--- src/rtl/mips_pkg.sv ---
// Shared MIPS datapath definitions: fetch FSM states, opcode field position,
// ControlSignals bit indices and the default reset PC.
package mips_pkg;

    typedef enum logic [1:0] {
        BOOT,
        FETCH,
        HOLD
    } fetch_state_t;

    localparam int unsigned OPCODE_LSB = 26;
    localparam int unsigned OPCODE_W   = 6;

    localparam int unsigned CTRL_JUMP   = 9;
    localparam int unsigned CTRL_BRANCH = 2;

    localparam logic [31:0] RESET_PC_DEFAULT = 32'h0000_0000;

endpackage

--- src/rtl/mips_next_pc.sv ---
// Combinational next-PC selection: jump beats taken branch beats pc+4.
module mips_next_pc #(
    parameter int unsigned ADDR_W = 32
) (
    input  logic [ADDR_W-1:0] pc_plus4,
    input  logic              jump,
    input  logic              branch_taken,
    input  logic [15:0]       imm16,
    input  logic [25:0]       target26,
    output logic [ADDR_W-1:0] next_pc
);

    logic [ADDR_W-1:0] jump_pc;
    logic [ADDR_W-1:0] branch_pc;

    // With a 28-bit address space the jump target covers every bit, so there is no region to keep.
    generate
        if (ADDR_W > 28) begin : g_region
            assign jump_pc = {pc_plus4[ADDR_W-1:28], target26, 2'b00};
        end else begin : g_flat
            assign jump_pc = {target26, 2'b00};
        end
    endgenerate

    assign branch_pc = pc_plus4 + {{(ADDR_W-18){imm16[15]}}, imm16, 2'b00};

    always_comb begin
        next_pc = pc_plus4;
        if (jump) begin
            next_pc = jump_pc;
        end else if (branch_taken) begin
            next_pc = branch_pc;
        end
    end

endmodule

--- src/rtl/mips_fetch_stage.sv ---
// MIPS instruction-fetch stage: PC, req/ack fetch from imem, instruction register.
// Optional FETCH_PERF_CNT_EN adds fetch_count/stall_count outputs.
module mips_fetch_stage
    import mips_pkg::*;
#(
    parameter int unsigned       ADDR_W   = 32,
    parameter logic [ADDR_W-1:0] RESET_PC = ADDR_W'(RESET_PC_DEFAULT)
) (
    input  logic              clk,
    input  logic              rst_n,
    output logic              imem_req,
    output logic [ADDR_W-1:0] imem_addr,
    input  logic              imem_ack,
    input  logic [31:0]       imem_rdata,
    output logic [31:0]       instr,
    output logic [5:0]        opcode,
    output logic              instr_valid,
    output logic [ADDR_W-1:0] pc,
    output logic [ADDR_W-1:0] pc_plus4,
    input  logic              commit,
    input  logic              jump,
    input  logic              branch_taken,
    input  logic [15:0]       imm16,
    input  logic [25:0]       target26
`ifdef FETCH_PERF_CNT_EN
    ,
    output logic [31:0]       fetch_count,
    output logic [31:0]       stall_count
`endif
);

    fetch_state_t      state_q, state_d;
    logic [ADDR_W-1:0] pc_q;
    logic [ADDR_W-1:0] next_pc;
    logic [31:0]       instr_q;
    logic              load_instr;
    logic              load_pc;

    always_ff @(posedge clk or negedge rst_n) begin
        if (!rst_n) begin
            state_q <= BOOT;
        end else begin
            state_q <= state_d;
        end
    end

    always_comb begin
        state_d    = state_q;
        load_instr = 1'b0;
        load_pc    = 1'b0;
        unique case (state_q)
            BOOT: state_d = FETCH;
            FETCH: begin
                if (imem_ack) begin
                    load_instr = 1'b1;
                    state_d    = HOLD;
                end
            end
            HOLD: begin
                if (commit) begin
                    load_pc = 1'b1;
                    state_d = FETCH;
                end
            end
            default: state_d = BOOT;
        endcase
    end

    always_ff @(posedge clk or negedge rst_n) begin
        if (!rst_n) begin
            pc_q    <= RESET_PC;
            instr_q <= '0;
        end else begin
            if (load_pc) begin
                pc_q <= next_pc;
            end
            if (load_instr) begin
                instr_q <= imem_rdata;
            end
        end
    end

    mips_next_pc #(
        .ADDR_W(ADDR_W)
    ) u_next_pc (
        .pc_plus4    (pc_plus4),
        .jump        (jump),
        .branch_taken(branch_taken),
        .imm16       (imm16),
        .target26    (target26),
        .next_pc     (next_pc)
    );

    assign imem_req    = (state_q == FETCH);
    assign instr_valid = (state_q == HOLD);
    assign imem_addr   = pc_q;
    assign pc          = pc_q;
    assign pc_plus4    = pc_q + ADDR_W'(4);
    assign instr       = instr_q;
    assign opcode      = instr_q[OPCODE_LSB +: OPCODE_W];

`ifdef FETCH_PERF_CNT_EN
    logic [31:0] fetch_cnt_q;
    logic [31:0] stall_cnt_q;

    always_ff @(posedge clk or negedge rst_n) begin
        if (!rst_n) begin
            fetch_cnt_q <= '0;
            stall_cnt_q <= '0;
        end else if (state_q == FETCH) begin
            if (imem_ack) begin
                fetch_cnt_q <= fetch_cnt_q + 32'd1;
            end else begin
                stall_cnt_q <= stall_cnt_q + 32'd1;
            end
        end
    end

    assign fetch_count = fetch_cnt_q;
    assign stall_count = stall_cnt_q;
`endif

endmodule

--- config.mk ---
export PLATFORM = sky130hd
export DESIGN_NAME = mips_fetch_stage
export DESIGN_NICKNAME = d
export VERILOG_FILES = /design/src/rtl/mips_pkg.sv /design/src/rtl/mips_next_pc.sv /design/src/rtl/mips_fetch_stage.sv
export SDC_FILE = /design/constraint.sdc
export NUM_CORES = 1
export LEC_CHECK = 0
export BUFFER_PORTS_ARGS = -buffer_cell sky130_fd_sc_hd__buf_2
export CAP_MARGIN = 20
export CORE_UTILIZATION = 40
export DETAILED_ROUTE_END_ITERATION = 16
export PLACE_DENSITY = 0.74
export SETUP_SLACK_MARGIN = 0.3
export SLEW_MARGIN = 20
export SYNTH_ARGS = -nofsm -noshare
export SYNTH_HDL_FRONTEND = slang
export SYNTH_SLANG_ARGS = --single-unit
--- constraint.sdc ---
create_clock -name clk -period 3.6 [get_ports clk]
set_input_delay 0.54 -clock clk [delete_from_list [all_inputs] [get_ports clk]]
set_output_delay 0.54 -clock clk [all_outputs]
set_load 0.03 [all_outputs]
Word-level counts from Yosys, hierarchy flattened. Index checks and enable logic that the tools add are counted.

Flip-flop bits (word level): 66.

Reductions and logical operators: 2. Mux-type cells: 9. Eq/ne operators: 4. Add/subtract/negate cells: 2.

Operators with widths (number): $mux W32 (2); $add A32 B3 Y32 const B (1); $add A32 B32 Y32 (1); $pmux W2 S3 (1); $mux W1 (4); $mux W2 (2); $ne A2 B1 Y1 const B (2); $eq A2 B1 Y1 const B (1); $eq A2 B2 Y1 const B (1); $logic_not A2 Y1 (1); $reduce_and A2 Y1 (1).

Logic depth before layout (Yosys ltp). Gate-level depths: netlist of run 1.

Depth in word-level cells: 4. Depth in mapped cells: 17.

Cells and area by module. Synthesis of run 1 repeated with hierarchy kept, for this count alone.

Cells, all modules: 590. Area, all modules: 5536.6 um^2.

By module, submodules not included: mips_fetch_stage (cells an instance 266, times used 1, area each 3337.0 um^2); mips_next_pc (cells an instance 324, times used 1, area each 2199.6 um^2).

Worst setup path after synthesis of run 1. No wires, ideal clock.

Path kind: reg-to-reg. Start point: register pc_q[9], in the netlist imem_addr[9]. End point: register pc_q[31], in the netlist imem_addr[31]. Clock period less this slack: 4483 ps. Arrival: 4348 ps. Required time: 3465 ps. Stages on the path, launching flop included: 17. Setup time: 135 ps. Path buffers: 2. Slack: -883 ps. Path through: dfrtp_1 > nand4_2 > or4_4 > or3_1 > buf_6 > nor2_8 > nand2_1 > xnor2_1 > ha_1 > clkbuf_1 > and3_1 > nand3_1 > or4_1 > o32ai_1 > o21ai_1 > nor3_1 > xnor2_1.

Cells in the longest elaborated chain, start to end: 4.

Ends and longest elaborated chain: from (decl) (line mips_fetch_stage.sv:33) `logic [ADDR_W-1:0] pc_q;`; from (signal assigned) (line mips_fetch_stage.sv:75) `pc_q <= next_pc;`; $add A32 B3 Y32 (line mips_fetch_stage.sv:98) `assign pc_plus4 = pc_q + ADDR_W'(4);`; via pc_plus4[28] (line mips_fetch_stage.sv:19) `output logic [ADDR_W-1:0] pc_plus4,`; $add A32 B32 Y32 (line mips_next_pc.sv:25) `assign branch_pc = pc_plus4 + {{(ADDR_W-18){imm16[15]}}, imm16, 2'b00};`; $mux W32 (line mips_next_pc.sv:31) `end else if (branch_taken) begin`; $mux W32 (line mips_next_pc.sv:29) `if (jump) begin`.

The timed path passes the listed nets, and every way through them passes these cells. A chain may end at the register's enable or synchronous reset.

Final worst setup path of run 1.
Start point: register pc_q[10], in the netlist imem_addr[10]. End point: register pc_q[31], in the netlist imem_addr[31].

Cells in the longest elaborated chain, start to end: 4.

Ends and longest elaborated chain (line): $add A32 B3 Y32 * (mips_fetch_stage.sv:98); $add A32 B32 Y32 (mips_next_pc.sv:25); $mux W32 (mips_next_pc.sv:31); $mux W32 * (mips_next_pc.sv:29).

Every way passes the cells marked *; elsewhere a longest branch is shown, timed or not.

==> run metrics, run 1 <==
crit path capture type flip-flop; TritonCTS Buffers 9; wirelength, routed 19,900 um; total grt overflow 0; R2R setup slack -0.02 ns; net switching power of the design 0.00439 W; Sw Share 51.8%; DRC errors left 0; unique cell type count in the Yosys netlist 65; Port-buffer cells 209; share of flip-flops with an asynchronous set or reset between 90% and 100%; overall fraction of global-route tracks in use a little over a quarter; x dimension of the die 121 um; count of flip-flops with a built-in enable after synthesis 0; antenna diode count 0; ordered cell list for the critical path nand4_4, or4_4, or3_4, nor2_8, and3_4, xor2_4, ha_4, and4_4, nand3_2, or4_4, o32ai_4, mux2i_1, nor3_2, xnor2_1; worst-margin pin slew 0.672 ns; clock tree from TritonCTS done; Yosys warnings 0; count of pins over their slew limit 0; share of synthesized cell area in full adder, half adder and majority cells 8.26%; Most Frequent Cell on Critical Path or4_4; Hold Slack about 0.2 ns; Rows 43; Fin. Hold Viols 0; leakage power summed over all cells 4.08 nW; Post-Synth Simple-Gate Area 18.0%; crit share post-route 101%; maximum clock frequency ~0.28 GHz; CTS Buffer Depth 2; number of global-route vias before repair 5,556; Reg power frac 16.2%; multiplexer fraction of the synthesized cell area under 10%; global-route wire length before repair approximately 30,000 um; portion of total power attributed to combinational logic between 70 and 80%; combinational family with the most area after synthesis compound AO/OA/AOI/OAI gates; post-detail-place hpwl 14,800 um; proportion of synthesized chip area in sequential cells 28.1%; sequential standard cell area 1620 um2; total area of multi-input combinational cells 4060 um2; remaining antenna violation count 0; via count 6,187; post-synthesis share of cell area spent on xor and xnor gates 7.23%; ys flop type dfrtp_1; Power, Total 0.00848 W; max capacitance violation total 0; maximum net fanout on the critical path 6; final clock skew ~0.015 ns; final total negative setup slack -0.0198 ns; count of endpoints failing setup in the final report 1; Clk pin slew, worst setup/hold paths 0.07 ns; Gate Count Post-Synth 663; vias per cell between 5 and 6; syn_area_per_cell approximately 8.6 um2; CTS sink cnt 64; launching element of the worst setup path imem_addr[10]; crit path time final approximately 3.6 ns; critical-path cell with the highest stage delay or4_4; cell area after synthesis 5690 um2; WL/cell ~18 um; critical path start-end classification reg2reg; routability cong. 0.982; Die ar. 14,700 um2; Worst Path Required 3.82 ns; peak supply drop 0.000403 V; count of state elements after synthesis 64; Skew-Pair Late Insertion Delay 0.34 ns; detailed-routing iteration count for the pre-antenna-repair pass 5; unrepaired setup endpoints after global routing yes; DRC violation total after the first TritonRoute iteration approximately 670; CTS H-Tree Depth 3; smallest setup slack after layout -0.0198 ns; largest incremental delay on the critical path roughly 0.44 ns; number of nets at the end of the flow 1,054; HP Class in2async; antenna violations before repair 0; Initial Util 41.0%; Int Pwr 0.00409 W; violations in the final reports setup timing; fraction of layout cells with a size suffix above 1 50.3%; outcome finished with violations; normalized max-slew margin 55.2%; area inside the core boundary around 14,000 um2; number of fill cells in the layout 1,204; worst endpoint data arrival time between 3 and 4 ns; area growth from synthesis to layout 45.2%; number of ports placed on the die boundary 216; largest net degree at the start of global routing 44; startpoint of the worst register-to-register path imem_addr[10]; most used cells in the layout excluding fill and tap cells buf_2, buf_4, nand2_1; root buf cell clkbuf_16; DIE HEIGHT between 100 and 150 um; clock group share of total power 11.6%; complex-gate fraction of the synthesized area 20.1%; power density over the cells 1030 nW/um2; type of origin of the critical path flip-flop; commonest non-fill, non-tap cell in the layout buf_2
repair_timing:
item | 4_1_cts | 5_1_grt
cloned | 0 | 0
setup endpoints to repair | 15 | 19
resized for setup | 25 | 43
setup buffers | 5 | 12
pin swaps | 9 | 15
hold buffers | 0 | 0
power groups by stage:
stage               combinational [W]  sequential, W  clock (W)
finish                        0.00612        0.00138   0.000983
global route                  0.00653        0.00143    0.00103
floorplan                     0.00325        0.00215          0
detailed placement            0.00569        0.00138          0
global placement              0.00563        0.00136          0
CTS                           0.00580        0.00137   0.000992
cells in the mapped netlist, types with 9 or more instances:
| master | count | share of area, % |
|---|---|---|
| dfrtp_1 | 64 | 28 |
| nand3_1 | 16 | 1.4 |
| nand4_1 | 14 | 1.5 |
| a21o_1 | 19 | 2.5 |
| inv_1 | 17 | 1.1 |
| mux2i_1 | 9 | 1.6 |
| nor2_1 | 50 | 3.3 |
| nand2_1 | 62 | 4.1 |
| ha_1 | 36 | 7.9 |
| clkbuf_1 | 18 | 1.2 |
| xor2_1 | 19 | 2.9 |
| o21ai_0 | 46 | 4.0 |
| xnor2_1 | 28 | 4.3 |
| a21oi_1 | 49 | 4.3 |
| buf_4 | 42 | 5.5 |
| mux2_2 | 34 | 6.7 |
through the flow:
step / setup slack (ns) / area (um2) / instances / utilization [%]
after global routing: -0.129 / 8270 / 1122 / 59.6
after detailed placement: -0.124 / 7520 / 1088 / 54.1
after CTS: 0.0478 / 8000 / 1109 / 57.6
after floorplan: -0.318 / 5990 / 668 / -
after global placement: -0.0358 / 7520 / 1088 / 54.1
final: -0.0198 / 8270 / 1122 / 59.6
logic make-up (layout without fill, tap and decap cells):
group                      count (synthesis)  in the layout
buffers and inverters                     88            362
DFF                                       64             64
adders and majority gates                 37             37
xor gates and xnor gates                  47             47
and+or+nand+nor                          201            201
AOI/OAI and AO/OA                        182            182
muxes                                     43             43
other                                      1              6
layout make-up:
cell class,count,share of cell area (%)
multi-input cells,516,49.0
repair buffers,329,23.8
flip-flops and latches,64,19.6
clock buffers,9,2.72
well taps,180,2.72
clock inverters,7,1.27
inverters,17,0.772
per-layer routing:
layer  wire [um]  GRT usage [%]
met5           0              0
met1        8550           36.2
met4         449           8.26
met3        1500           2.87
met2        9370           42.7
worst paths after layout:
kind	end	cells after the start
max	imem_addr[31]	14
min reg2reg	state_q[0]	1
max in group asynchronous	instr[7]	2
min	imem_addr[21]	1
max reg2reg	imem_addr[31]	14
min in group clk	state_q[0]	2
flip-flops by register name (all words and copies together) (netlist names):
| register | count |
|---|---|
| imem_addr | 30 |
| instr | 32 |
| state_q | 2 |
worst max-delay path, delay by kind of cell (launching register included):
family / cells / cell delay (ns)
simple gates: 9 / 2.17
flops: 1 / 0.39
mux: 1 / 0.27
compound gates: 1 / 0.18
xor+xnor: 2 / 0.21
fa+ha+maj: 1 / 0.29
(Power assumes the default switching activity.)
==> run 2, diff against run 1 <==
--- a/config.mk
+++ b/config.mk
@@ -9,8 +9,10 @@
 export CAP_MARGIN = 20
 export CORE_UTILIZATION = 40
 export DETAILED_ROUTE_END_ITERATION = 16
-export PLACE_DENSITY = 0.74
+export GPL_TIMING_DRIVEN = 1
+export PLACE_DENSITY = 0.75
 export SETUP_SLACK_MARGIN = 0.3
+export SKIP_LAST_GASP = 1
 export SLEW_MARGIN = 20
 export SYNTH_ARGS = -nofsm -noshare
 export SYNTH_HDL_FRONTEND = slang
==> run 2 against run 1 <==
Against the previous run: the flow still finishes with violations (setup timing); sequential share of layout area rose by 0.14 points; via count about the same; count of clock-buffer cells in the layout unchanged; critical path type unchanged; cell count down 0.89%.
==> run metrics, run 2 (synthesis results as in run 1) <==
outcome finished with violations; violations in the final reports setup timing; final total negative setup slack -0.0213 ns (-0.00158 ns); largest incremental delay on the critical path 0.53 ns (+0.09 ns); critical path start-end classification reg2reg; count of endpoints failing setup in the final report 1 (unchanged); CTS sink cnt 64 (unchanged); Die ar. 14,700 um2 (unchanged); power density over the cells 1040 nW/um2 (+1.5%); crit share post-route 101% (about the same); DIE HEIGHT 121 um (unchanged); Port-buffer cells 209 (unchanged); wirelength, routed 20,000 um (+0.72%); leakage power summed over all cells 4.02 nW (-1.5%); area growth from synthesis to layout 44.1%; overall fraction of global-route tracks in use 26.4% (+0.13 points); root buf cell clkbuf_16; Hold Slack 0.162 ns (-0.0354 ns); commonest non-fill, non-tap cell in the layout buf_2; maximum clock frequency 0.276 GHz (about the same); maximum net fanout on the critical path 6 (unchanged); buffers and inverters on the worst path 1 (+1); critical-path cell with the highest stage delay or4_4; TritonCTS Buffers 9 (unchanged); largest net degree at the start of global routing 44 (unchanged); Fin. Hold Viols 0 (unchanged); detailed-routing iteration count for the pre-antenna-repair pass 5 (unchanged); DRC errors left 0 (unchanged); via count 6,193 (+0.097%); crit path capture type flip-flop; type of origin of the critical path flip-flop; crit path time final 3.62 ns (+0.00158 ns); final clock skew 0.0101 ns (-0.00447 ns); antenna diode count 0 (unchanged); worst-margin pin slew 1.12 ns (+0.452 ns); max capacitance violation total 0 (unchanged); Rows 43 (unchanged); Layout Cell Area excl Fill 8210 um2 (-0.73%); fraction of layout cells with a size suffix above 1 49.9% (-0.43 points); DRC violation total after the first TritonRoute iteration 544 (-18%); peak supply drop 0.000321 V (-20%); x dimension of the die 121 um (unchanged); post-detail-place hpwl 14,800 um (+0.27%); post-placement cell area 7430 um2 (-1.2%); Worst Path Required 3.82 ns (about the same); number of ports placed on the die boundary 216 (unchanged); ordered cell list for the critical path inv_1, or4_4, or3_4, nor2_8, and3_4, xor2_4, ha_4, and4_4, nand3_2, or4_4, o32ai_4, mux2i_1, nor3_2, xnor2_1; Skew-Pair Late Insertion Delay 0.34 ns (about the same); count of hold-fix buffers inserted at cts 0 (unchanged); WL/cell 18.0 um (+1.6%); routability cong. 1.02 (+4.1%); CTS Buffer Depth 2 (unchanged); clock tree from TritonCTS done; number of nets at the end of the flow 1,044 (-0.95%); smallest setup slack after layout -0.0213 ns (-0.00158 ns); max reg flops 32 (unchanged); Initial Util 41.0% (unchanged); global-route wire length before repair 29,700 um (about the same); HP Class in2async; number of global-route vias before repair 5,769 (+3.8%); Clk pin slew, worst setup/hold paths 0.06 ns (about the same); worst endpoint data arrival time 3.84 ns (about the same); Most Frequent Cell on Critical Path or4_4; count of pins over their slew limit 0 (unchanged); area inside the core boundary 13,900 um2 (unchanged); normalized max-slew margin 25.1% (-30 points); vias per cell 5.57 (+1.0%); remaining antenna violation count 0 (unchanged); CTS H-Tree Depth 3 (unchanged); antenna violations before repair 0 (unchanged); most used cells in the layout excluding fill and tap cells buf_2, buf_4, nand2_1; total grt overflow 0 (unchanged); unrepaired setup endpoints after global routing yes; gate family responsible for the most delay along the worst path simple AND/OR/NAND/NOR gates; Placement Setup Slack -0.145 ns (-0.0214 ns)
[run 2: changes by cell type in the layout (fill, tap and decap cells not counted), sizes merged]
cell,before,now
clkinv,3,1
bufinv,2,3
buf,329,319
inv,18,20
clkinvlp,1,0
[run 2: layout make-up]
cell class | count | area (um2)
sequential | 64 | 1620
timing repair buffer | 319 | 1890
fill | 1162 | 5670
clock inverter | 7 | 125
inverter | 17 | 63.8
tap | 180 | 225
multi-input combinational | 516 | 4060
clock buffer | 9 | 225
[run 2: path summary, 6_finish.rpt]
path,to,cells after the start,slack (ns),from
max,imem_addr[31],14,-0.02,imem_addr[15]
min,imem_addr[21],1,0.16,rst_n
max reg2reg,imem_addr[31],14,-0.02,imem_addr[15]
min reg2reg,instr[2],1,0.50,instr[2]
max in group asynchronous,imem_addr[3],2,2.69,rst_n
min in group clk,state_q[0],2,0.42,imem_ack
[run 2: metrics by stage]
step,util [%],instances,power (W)
after floorplan,-,668,0.00540
after detailed placement,53.5,1076,0.00701
final,59.1,1112,0.00854
after global placement,53.5,1076,0.00693
after CTS,57.3,1099,0.00823
after global routing,59.1,1112,0.00905
[run 2: where the power goes]
| group | leakage (nW) | switching (W) | internal (W) | total, W |
|---|---|---|---|---|
| clock network | 0.171 | 0.000355 | 0.000685 | 0.00104 |
| registers | 0.744 | 0.000279 | 0.00109 | 0.00137 |
| logic | 3.11 | 0.00377 | 0.00237 | 0.00614 |
| total | 4.02 | 0.00440 | 0.00414 | 0.00854 |
[run 2: what timing repair did]
action / CTS / global route
resized for setup: 33 / 37
endpoints found under the setup margin: 16 / 19
pin swaps: 13 / 31
cloned: 0 / 0
setup buffers: 7 / 13
[run 2: routing by layer]
layer  part of all wire [%]  track usage [%]  wire length (um)
met3                    8.9             5.12              1790
met5                      0                0                 0
met2                     47             43.0              9400
met4                    2.9             11.3               581
met1                     41             33.8              8240
==> run 3, diff against run 2 <==
--- a/config.mk
+++ b/config.mk
@@ -5,12 +5,14 @@
 export SDC_FILE = /design/constraint.sdc
 export NUM_CORES = 1
 export LEC_CHECK = 0
+export ABC_AREA = 1
 export BUFFER_PORTS_ARGS = -buffer_cell sky130_fd_sc_hd__buf_2
 export CAP_MARGIN = 20
+export CORE_ASPECT_RATIO = 1.2
 export CORE_UTILIZATION = 40
 export DETAILED_ROUTE_END_ITERATION = 16
 export GPL_TIMING_DRIVEN = 1
-export PLACE_DENSITY = 0.75
+export PLACE_DENSITY = 0.73
 export SETUP_SLACK_MARGIN = 0.3
 export SKIP_LAST_GASP = 1
 export SLEW_MARGIN = 20
==> run 3 against run 2 <==
Against the previous run: the flow now finishes without violations; register-to-register slack improved by 0.49 ns; largest cell class unchanged; die area is 14% higher; largest power group unchanged; wire length is 9.6% higher; flip-flop and latch count unchanged.
==> run metrics, run 3 <==
max reg flops 32 (unchanged); vias per cell 5.11 (-8.3%); capturing point of the worst reg2reg path imem_addr[30]; CTS sink cnt 64 (unchanged); antenna diode count 0 (unchanged); Die ar. 16,700 um2 (+14%); syn_area_per_cell 6.50 um2 (-24%); count of cells along the worst register-to-register path 16 (+2); fraction of layout cells with a size suffix above 1 28.3% (-22 points); worst-margin pin slew 0.641 ns (-0.482 ns); crit path capture type flip-flop; Sw Share 58.8% (+7.4 points); clock tree from TritonCTS done; ordered cell list for the critical path ha_4, nand3_2, nor3_4, nand3_1, and2_4, ha_1, nand2_1, nor2_1, inv_1, nor2_1, and3_1, nand2_1, nand3_1, nand3_1, nand2_1, nand2_1; number of ports placed on the die boundary 216 (unchanged); critical path start-end classification reg2reg; antenna violations before repair 0 (unchanged); overall fraction of global-route tracks in use 26.0% (-0.39 points); Power, Total 0.00803 W (-6.0%); crit path time final 3.13 ns (-0.493 ns); type of origin of the critical path flip-flop; number of global-route vias before repair 6,515 (+13%); startpoint of the worst register-to-register path imem_addr[2]; top post-synthesis cells by count nand2_1, inv_1, nor2_1, dfrtp_1, nand3_1; count of state elements after synthesis 64 (unchanged); worst endpoint data arrival time 3.35 ns (-0.49 ns); Rows 50 (+16%); portion of total power attributed to combinational logic 71.4% (-0.4 points); Clk pin slew, worst setup/hold paths 0.06 ns (about the same); Yosys warnings 0 (unchanged); Skew-Pair Late Insertion Delay 0.34 ns (about the same); CTS H-Tree Depth 3 (unchanged); leading cell type by number of instances after synthesis nand2_1; count of hold-fix buffers inserted at cts 0 (unchanged); area inside the core boundary 15,700 um2 (+13%); Port-buffer cells 209 (unchanged); crit share post-route 86.9% (-14 points); proportion of synthesized chip area in sequential cells 24.7% (-3.4 points); commonest non-fill, non-tap cell in the layout nand2_1; net switching power of the design 0.00472 W (+7.4%); area share of the leading cell type in the synthesized netlist 24.7% (-3.4 points); maximum net fanout on the critical path 6 (unchanged); outcome complete, no violations; total grt overflow 0 (unchanged); critical-path cell with the highest stage delay dfrtp_2; Fin. Hold Viols 0 (unchanged); Worst Path Required 3.83 ns (about the same); wirelength, routed 21,900 um (+9.6%); normalized max-slew margin 57.3% (+32 points); via count 7,085 (+14%); max capacitance violation total 0 (unchanged); Gate Count Post-Synth 997 (+50%); cell area after synthesis 6480 um2 (+14%); most used cells in the layout excluding fill and tap cells nand2_1, buf_2, inv_1; buffers and inverters on the worst path 1 (unchanged); DRC errors left 0 (unchanged); power density over the cells 1020 nW/um2 (-2.3%); x dimension of the die 118 um (-2.5%); routability cong. 1.01 (-1.2%); maximum clock frequency 0.320 GHz (+16%); global-route wire length before repair 33,900 um (+14%); leakage power summed over all cells 4.40 nW (+9.5%); HP Class in2async; share of flip-flops with an asynchronous set or reset 100% (unchanged); peak supply drop 0.000645 V (+100%); unrepaired setup endpoints after global routing yes; unique cell type count in the Yosys netlist 49 (-25%); ys flop type dfrtp_1; largest net degree at the start of global routing 47 (+6.8%); CTS Buffer Depth 2 (unchanged); Worst path depth 16 (+2); final clock skew 0.00646 ns (-0.00361 ns); Int Pwr 0.00330 W (-20%); Reg power frac 18.3% (+2.3 points); count of flip-flops with a built-in enable after synthesis 0 (unchanged); DIE HEIGHT 141 um (+17%); TritonCTS Buffers 9 (unchanged); area growth from synthesis to layout 21.7%; remaining antenna violation count 0 (unchanged); count of endpoints failing setup in the final report 0 (-1); Initial Util 41.3% (+0.28 points); WL/cell 15.8 um (-12%); final total negative setup slack 0 ns (+0.0213 ns); count of pins over their slew limit 0 (unchanged); clock group share of total power 10.4% (-1.8 points); Most Frequent Cell on Critical Path nand2_1; R2R setup slack 0.47 ns (+0.49 ns); gate family responsible for the most delay along the worst path simple AND/OR/NAND/NOR gates; detailed-routing iteration count for the pre-antenna-repair pass 5 (unchanged); Synth area leader dfrtp_1; DRC violation total after the first TritonRoute iteration 545 (+0.18%); root buf cell clkbuf_16; largest incremental delay on the critical path 0.43 ns (-0.10 ns); number of nets at the end of the flow 1,291 (+24%); post-detail-place hpwl 17,900 um (+21%); top post-synthesis cells by area dfrtp_1, nand2_1, inv_1, ha_1, mux2_2
run 3: what timing repair did:
action,4_1_cts,5_1_grt
setup endpoints to repair,9,20
buffers inserted,0,3
gates resized for setup,4,31
pin swaps,0,3
run 3: power by group through the flow:
stage                     combinational, W  sequential (W)  clock (W)
after CTS                          0.00561         0.00145   0.000847
after floorplan                    0.00359         0.00204          0
after detailed placement           0.00557         0.00145          0
after global placement             0.00555         0.00143          0
final                              0.00573         0.00147   0.000832
after global routing               0.00620         0.00152   0.000871
run 3: cell families (layout without fill, tap and decap cells):
group | count (synthesis) | count (layout) | synth area share, %
AO/OA/AOI/OAI | 120 | 120 | 10.6
XOR/XNOR | 20 | 20 | 2.82
adder cells (fa/ha/maj) | 37 | 37 | 7.25
buffers and inverters | 222 | 399 | 15.6
flip-flops | 64 | 64 | 24.7
multiplexers | 32 | 32 | 5.56
other | 1 | 6 | 0.0578
AND/OR/NAND/NOR | 501 | 501 | 33.5
run 3: worst max path at each step:
| stage | from | end | slack, ns |
|---|---|---|---|
| 2_1_floorplan | imem_addr[2] | imem_addr[30] | 0.32 |
| 3_3_place_gp | imem_addr[2] | imem_addr[29] | 0.18 |
| 3_5_place_dp | imem_addr[2] | imem_addr[29] | 0.1 |
| 4_1_cts | imem_addr[2] | imem_addr[29] | 0.30 |
| 5_1_grt | imem_addr[2] | imem_addr[23] | 0.26 |
| 6_report | imem_addr[2] | imem_addr[30] | 0.47 |
run 3: per-layer routing:
layer	vias up	track usage (%)	routed length, um
li1	3470	-	-
met3	50	5.23	1840
met4	0	10.7	772
met5	-	0	0
met1	3238	32.8	8980
met2	327	43.3	10300
run 3: through the flow:
stage | hold WS (ns) | cell area [um2] | instances | setup slack (ns) | util [%]
CTS | 0.215 | 7780 | 1384 | 0.303 | 49.5
floorplan | 0.244 | 6500 | 1002 | 0.316 | -
global placement | 0.458 | 7470 | 1368 | 0.176 | 47.6
detailed placement | 0.479 | 7470 | 1368 | 0.0975 | 47.6
global route | 0.232 | 7890 | 1387 | 0.257 | 50.2
finish | 0.197 | 7890 | 1387 | 0.472 | 50.2
run 3: worst register-to-register path, cell delays in order (launching register included):
cell     delay [ns]
dfrtp_2        0.43
ha_4           0.19
nand3_2        0.17
nor3_4         0.31
nand3_1        0.16
and2_4         0.21
ha_1           0.38
nand2_1        0.12
nor2_1         0.28
inv_1          0.09
nor2_1         0.15
and3_1         0.16
nand2_1        0.07
nand3_1        0.09
nand3_1        0.08
nand2_1        0.08
nand2_1        0.05
run 3: area by class of cell:
class	instances	area, um2
Clock buffer	10	239
Clock inverter	6	43.8
Fill cell	1618	7810
Inverter	163	612
Multi-Input combinational cell	716	4000
Sequential cell	64	1610
Tap cell	208	260
Timing Repair Buffer	220	1130
